--- src/rtl/mbus_tx_sequencer.sv ---
// MBus layer-side transmit sequencer: buffers DEPTH words and sends them as one message over the
// TX_REQ/TX_ACK/TX_PEND handshake. Define MBUS_TX_RETRY_EN to re-send a failed message up to 2 extra times.
`ifndef DATA_WIDTH
`define DATA_WIDTH 32
`endif
`ifndef ADDR_WIDTH
`define ADDR_WIDTH 32
`endif

module mbus_tx_sequencer #(
  parameter int DEPTH = 4,
  parameter int PTR_W = 2
) (
  input  logic                   CLK,
  input  logic                   RESETn,
  input  logic [`DATA_WIDTH-1:0] WR_DATA,
  input  logic                   WR_EN,
  output logic                   WR_OVF,
  input  logic [`ADDR_WIDTH-1:0] MSG_ADDR,
  input  logic                   MSG_PRIORITY,
  input  logic                   START,
  output logic                   BUSY,
  output logic                   DONE,
  output logic                   DONE_FAIL,
  output logic [PTR_W:0]         WORD_CNT,
  output logic [`ADDR_WIDTH-1:0] TX_ADDR,
  output logic [`DATA_WIDTH-1:0] TX_DATA,
  output logic                   TX_REQ,
  output logic                   TX_PEND,
  output logic                   PRIORITY,
  input  logic                   TX_ACK,
  input  logic                   TX_SUCC,
  input  logic                   TX_FAIL,
  output logic                   TX_RESP_ACK
);

  typedef enum logic [2:0] {IDLE, LOAD, REQ, ACKLOW, WAIT_RES, RESP, FIN} state_t;

  localparam logic [PTR_W:0] FULL_CNT = DEPTH[PTR_W:0];
  localparam logic [PTR_W:0] ONE_CNT  = {{PTR_W{1'b0}}, 1'b1};

  state_t                 state;
  logic [PTR_W-1:0]       wr_ptr;
  logic [PTR_W-1:0]       rd_ptr;
  logic                   fail;
  logic                   resp_seen;
  logic                   push;
  logic [`DATA_WIDTH-1:0] mem [DEPTH];
`ifdef MBUS_TX_RETRY_EN
  logic [PTR_W-1:0]       sh_ptr;
  logic [PTR_W:0]         sh_cnt;
  logic [1:0]             tries;
`endif

  // Words are only accepted while idle; the buffer is frozen for the whole message.
  assign push = WR_EN && (state == IDLE) && (WORD_CNT != FULL_CNT);

  // NOTE: the word storage has no reset; validity is tracked by WORD_CNT and the pointers,
  // so clearing the array would only add reset fan-out.
  always_ff @(posedge CLK) begin
    if (push) mem[wr_ptr] <= WR_DATA;
  end

  // NOTE: every register here uses <= so all branches see the pre-edge values of state,
  // WORD_CNT and the pointers, regardless of statement order.
  always_ff @(posedge CLK or negedge RESETn) begin
    if (!RESETn) begin
      state       <= IDLE;
      wr_ptr      <= '0;
      rd_ptr      <= '0;
      fail        <= 1'b0;
      resp_seen   <= 1'b0;
      WR_OVF      <= 1'b0;
      BUSY        <= 1'b0;
      DONE        <= 1'b0;
      DONE_FAIL   <= 1'b0;
      WORD_CNT    <= '0;
      TX_ADDR     <= '0;
      TX_DATA     <= '0;
      TX_REQ      <= 1'b0;
      TX_PEND     <= 1'b0;
      PRIORITY    <= 1'b0;
      TX_RESP_ACK <= 1'b0;
`ifdef MBUS_TX_RETRY_EN
      sh_ptr      <= '0;
      sh_cnt      <= '0;
      tries       <= '0;
`endif
    end else begin
      WR_OVF    <= WR_EN && !push;
      DONE      <= 1'b0;
      DONE_FAIL <= 1'b0;

      if (push) begin
        wr_ptr   <= wr_ptr + 1'b1;
        WORD_CNT <= WORD_CNT + 1'b1;
      end

      unique case (state)
        IDLE: begin
          if (START && (WORD_CNT != '0)) begin
            TX_ADDR   <= MSG_ADDR;
            PRIORITY  <= MSG_PRIORITY;
            BUSY      <= 1'b1;
            fail      <= 1'b0;
            resp_seen <= 1'b0;
            state     <= LOAD;
`ifdef MBUS_TX_RETRY_EN
            sh_ptr    <= rd_ptr;
            sh_cnt    <= WORD_CNT + {{PTR_W{1'b0}}, push};
            tries     <= '0;
`endif
          end
        end

        LOAD: begin
          TX_DATA <= mem[rd_ptr];
          TX_PEND <= (WORD_CNT > ONE_CNT);
          TX_REQ  <= 1'b1;
          state   <= REQ;
        end

        REQ, ACKLOW: begin
          if (TX_FAIL) begin
            // Bus abort mid-message: stop requesting and go straight to acknowledging the result.
            TX_REQ      <= 1'b0;
            TX_PEND     <= 1'b0;
            TX_RESP_ACK <= 1'b1;
            fail        <= 1'b1;
            state       <= RESP;
`ifndef MBUS_TX_RETRY_EN
            rd_ptr      <= wr_ptr;
            WORD_CNT    <= '0;
`endif
          end else if (state == REQ) begin
            if (TX_ACK) begin
              TX_REQ   <= 1'b0;
              rd_ptr   <= rd_ptr + 1'b1;
              WORD_CNT <= WORD_CNT - 1'b1;
              state    <= ACKLOW;
            end
          end else begin
            // An early success on the last word is remembered so WAIT_RES does not miss it.
            if (TX_SUCC && (WORD_CNT == '0)) resp_seen <= 1'b1;
            if (!TX_ACK) begin
              if (WORD_CNT != '0) begin
                state <= LOAD;
              end else begin
                TX_PEND <= 1'b0;
                state   <= WAIT_RES;
              end
            end
          end
        end

        WAIT_RES: begin
          if (TX_SUCC || TX_FAIL || resp_seen) begin
            fail        <= TX_FAIL;
            TX_RESP_ACK <= 1'b1;
            state       <= RESP;
          end
        end

        RESP: begin
          if (!TX_SUCC && !TX_FAIL) begin
            TX_RESP_ACK <= 1'b0;
            resp_seen   <= 1'b0;
`ifdef MBUS_TX_RETRY_EN
            if (fail && (tries != 2'd2)) begin
              tries    <= tries + 2'd1;
              rd_ptr   <= sh_ptr;
              WORD_CNT <= sh_cnt;
              fail     <= 1'b0;
              state    <= LOAD;
            end else begin
              rd_ptr   <= wr_ptr;
              WORD_CNT <= '0;
              state    <= FIN;
            end
`else
            state <= FIN;
`endif
          end
        end

        FIN: begin
          DONE      <= 1'b1;
          DONE_FAIL <= fail;
          BUSY      <= 1'b0;
          state     <= IDLE;
        end

        default: state <= IDLE;
      endcase
    end
  end

endmodule

--- config.mk ---
export PLATFORM = sky130hd
export DESIGN_NAME = mbus_tx_sequencer
export DESIGN_NICKNAME = d
export VERILOG_FILES = /design/src/rtl/mbus_tx_sequencer.sv
export SDC_FILE = /design/constraint.sdc
export NUM_CORES = 1
export LEC_CHECK = 0
export CAP_MARGIN = 20
export CORE_ASPECT_RATIO = 0.9
export CORE_MARGIN = 1
export CORE_UTILIZATION = 47
export DETAILED_ROUTE_END_ITERATION = 7
export GPL_TIMING_DRIVEN = 0
export HOLD_SLACK_MARGIN = 0.15
export PLACE_DENSITY = 0.75
export SLEW_MARGIN = 20
export SYNTH_ARGS = -nofsm -noshare
export SYNTH_HDL_FRONTEND = slang
export SYNTH_SLANG_ARGS = --single-unit
--- constraint.sdc ---
create_clock -name CLK -period 2.3 [get_ports CLK]
set_clock_uncertainty 0.2 [all_clocks]
set_input_delay 0.46 -clock CLK [delete_from_list [all_inputs] [get_ports CLK]]
set_output_delay 0.46 -clock CLK [all_outputs]
set_load 0.01 [all_outputs]
==> results of run 1 <==
## through the flow
stage	util (%)	TNS [ns]
final	63.5	0
after global routing	63.5	0
after CTS	63.4	0
after detailed placement	58.8	-65.50
after global placement	58.7	-292.32
after floorplan	-	0
## how the worst min path moves through the flow
stage / start / end
detailed placement: fail / DONE_FAIL
CTS: fail / DONE_FAIL
global route: fail / DONE_FAIL
floorplan: RESETn / BUSY
global placement: fail / DONE_FAIL
finish: fail / DONE_FAIL
## critical path, stage by stage, from the launching register on
cell and delay [ns]:
dfrtp_1 0.41, inv_1 0.11, ha_1 0.24, nand2b_1 0.14, a21boi_1 0.11, o21bai_4 0.20
or3_4 0.37, mux2_4 0.30
## per-layer routing
metal  GRT usage, %  vias to the layer above  routed length (um)
met1           25.8                     2342                6850
met4           5.88                        0                 401
met5              0                        -                   0
li1               -                     2061                   -
met3           2.84                       31                 923
met2           33.0                      134                8770
## logic make-up (layout without fill, tap and decap cells)
logic type	after synthesis	in the layout	synth area share, %
mux	100	100	18.0
buf+inv	29	218	1.65
simple gates	48	52	3.43
fa+ha+maj	11	11	1.66
flops	212	212	71.9
xor+xnor	4	4	0.424
compound gates	36	36	2.94
## cells in the final DEF, fill, tap and decap left out, types with 2 or more instances in the layout
cell type / instances
nand2b_1: 2
o22ai_1: 2
ha_1: 10
nor2b_1: 2
mux2_2: 66
o21ai_0: 9
xnor2_1: 2
clkbuf_16: 23
nor2_1: 7
clkbuf_1: 15
dlygate4sd3_1: 2
nor4_1: 2
nand3_1: 3
buf_2: 9
mux4_2: 32
dfrtp_2: 3
buf_4: 8
inv_1: 9
dfrtp_1: 81
and2_1: 3
and3_4: 8
o41ai_1: 2
clkdlybuf4s50_1: 144
clkbuf_2: 4
o31ai_1: 2
a21oi_1: 8
xor2_1: 2
nand2_1: 13
edfxtp_1: 128
## what timing repair did
action / CTS / global route
hold buffers: 2 / 0
gates cloned: 4 / 0
setup buffers: 2 / 1
resized for setup: 11 / 13
setup endpoints to repair: 131 / 39
pin swaps: 5 / 0
hold endpoints to repair: 46 / 0
## layout make-up
class	count	area (sq um)	area share (%)
plain buffers	19	106	0.981
multi-input cells	203	2270	21.0
clock inverters	1	30.0	0.277
repair buffers	151	1510	13.9
inverters	9	33.8	0.312
clock buffers	38	642	5.92
flip-flops and latches	212	5950	54.9
well taps	235	294	2.71
## flip-flops by register name, indices dropped and copies added (netlist names)
signal / cells
TX_ADDR: 32
rd_ptr: 2
fail: 1
DONE: 1
PRIORITY: 1
TX_RESP_ACK: 1
DONE_FAIL: 1
TX_PEND: 1
WR_OVF: 1
WORD_CNT: 3
TX_REQ: 1
BUSY: 1
state: 3
TX_DATA: 32
resp_seen: 1
wr_ptr: 2
mem: 128
## power by group
group | leakage, nW | switching (W) | internal (W)
logic | 1.49 | 0.00226 | 0.00292
clock network | 0.321 | 0.00134 | 0.00199
registers | 2.15 | 0.000463 | 0.00504
total | 3.96 | 0.00406 | 0.00995
==> out/results.txt, run 1 <==
The flow ran to the end, and the final reports show no timing, DRC or antenna violations. The routed via count divided by cell count is 5.26, and the worst path setup slack after routing is 0.0931 ns. The number of enable-type register cells in the synthesized netlist is 128, and the synthesis-stage register bit count is 212. Entering global routing, the biggest net connects 44 pins. The mean instance size in the synthesized netlist works out to 18.8 sq um. The tools report the capture point of the worst reg-to-reg path as state[0]. The startpoint of the worst setup timing path was WORD_CNT[1]. The tightest hold path in the finished design has a slack of 0.291 ns. The logs give 3.96 nW for the leakage power and 0 for the count of synthesis-stage warnings from yosys. The first-pass GRT wire length is 26,400 um. The design draws 0.0140 W.

edfxtp_1 takes more of the synthesized area than any other cell. Data on the critical path is required at its endpoint by 2.48 ns. For the worst setup path, the data arrival time is 2.39 ns. Slew at the pin with the worst max-slew slack: 0.649 ns. The count of routing violations after the opening detailed-route iteration is 253. From synthesis to final layout, the design area changed by 31.1%. The synthesized netlist contains 52 unique library cells. The tools report the number of global-route vias before repair as 4,864. Counting instances in the post-synthesis netlist gives the leading cell types as 128 x edfxtp_1, 84 x dfrtp_1, 66 x mux2_2. Sequential share of the synthesized area: 71.9%. The number of DRC violations after detailed routing was 0; the shortest period the worst path allows was 2.21 ns.

Static timing analysis puts the maximum clock frequency at 453 MHz. Total wirelength of the detailed-routed design: 16,900 um. The power density relative to cell area is 1290 nW/um^2.

The startpoint of the most critical register-to-register path was WORD_CNT[1]. For the instance count after placement with tap cells included, the log shows 821. The number of antenna violations at the first check in global routing was 0; the ratio of final minimum period to clock period was 96.0%. The initial core utilization came out at 48.5%. Type of the worst min-delay path: reg -> reg. The worst slack after detailed placement was -0.515 ns; the path depth of the worst reg2reg path was 7. The clock drives 212 sinks. For this run, the post-layout net count is 701.

The CTS clock-pin slew for the worst setup and hold paths was 0.06 ns; the async set-or-reset flop fraction in the synthesized netlist was 39.6%. The worst setup path is of the reg -> reg kind. Across all layers, the routed design uses 4,568 vias. The commonest register cell after synthesis was edfxtp_1. The proportion of netlist area held by the largest area contributor is 46.5%, and the H-tree depth is 1. Root buffer cell: clkbuf_16. The fraction of final layout cells with drive strength greater than 1 came out at 26.5%. The number of antenna-violating nets in the routed design is 0. In this run, CTS created clock tree buffers numbering 22. Global routing consumed, over all layers together, 19.3% of the routing resources. Gate count of the mapped netlist: 440. By instance count, the leading cell after synthesis is edfxtp_1.

For the area of the core, the log shows 17,100 sq um. The final count of negative-setup-slack endpoints was 0. After detailed routing, the average wire length per cell comes to 19.5 um. The number of cells on the worst hold path is 1. Measured against its own limit, the worst slew margin works out to 56.7%. The initialized floorplan defines 45 standard-cell rows. The number of port buffers was 145. The worst voltage drop across the vdd grid was 729 uV; the leftover overflow at the end of global routing was 0. TritonCTS built the clock tree.

Ranked by total cell area, the synthesized netlist is headed by edfxtp_1 46%, dfrtp_1 25%, mux2_2 9.0%, mux4_2 8.7%, ha_1 1.7%. The final weighted congestion in routability-driven placement was 0.754. The number of pins exceeding their max-slew limit in the final report is 0. The net count after synthesis came out at 523.

Setup repair after global routing left no endpoint under its margin. The setup slack on the worst flop-to-flop path was 0.09 ns. The logs give 0 for the hold violation total from the final report and 0 for the antenna cell count.

The tools report the critical path endpoint as state[0]. The clock latency on the worst-skew pair was 0.50 ns. In this run the worst path has a maximum fanout of 4. STA classifies the critical path startpoint as a register.

In this run the count of I/O pins placed on the die edge is 147. The count of cells in the finished layout, fillers not included, comes to 868. The tools report the standard cell area after detailed placement as 10,000 sq um. The floorplan die area is 18,100 sq um, and the height of the die is 128 um.

The pre-antenna-repair detailed-routing pass consisted of 4 iterations. The worst setup path is captured at a register. The floorplan step set the die width to 142 um. The clock passes through at most 3 buffers. The reported max-cap violation count was 0; the placed wire-length estimate was 10,600 um. After synthesis the cells add up to 8270 sq um.

The finished cells cover 10,800 sq um. The number of fillers in the final layout was 1,193.
(Power assumes the default switching activity.)
==> inputs of run 2 (changes only) <==
--- a/config.mk
+++ b/config.mk
@@ -5,7 +5,6 @@
 export SDC_FILE = /design/constraint.sdc
 export NUM_CORES = 1
 export LEC_CHECK = 0
-export CAP_MARGIN = 20
 export CORE_ASPECT_RATIO = 0.9
 export CORE_MARGIN = 1
 export CORE_UTILIZATION = 47
==> results of run 2 <==
Same layout as run 1: the final DEF is identical, and so are final timing and power.
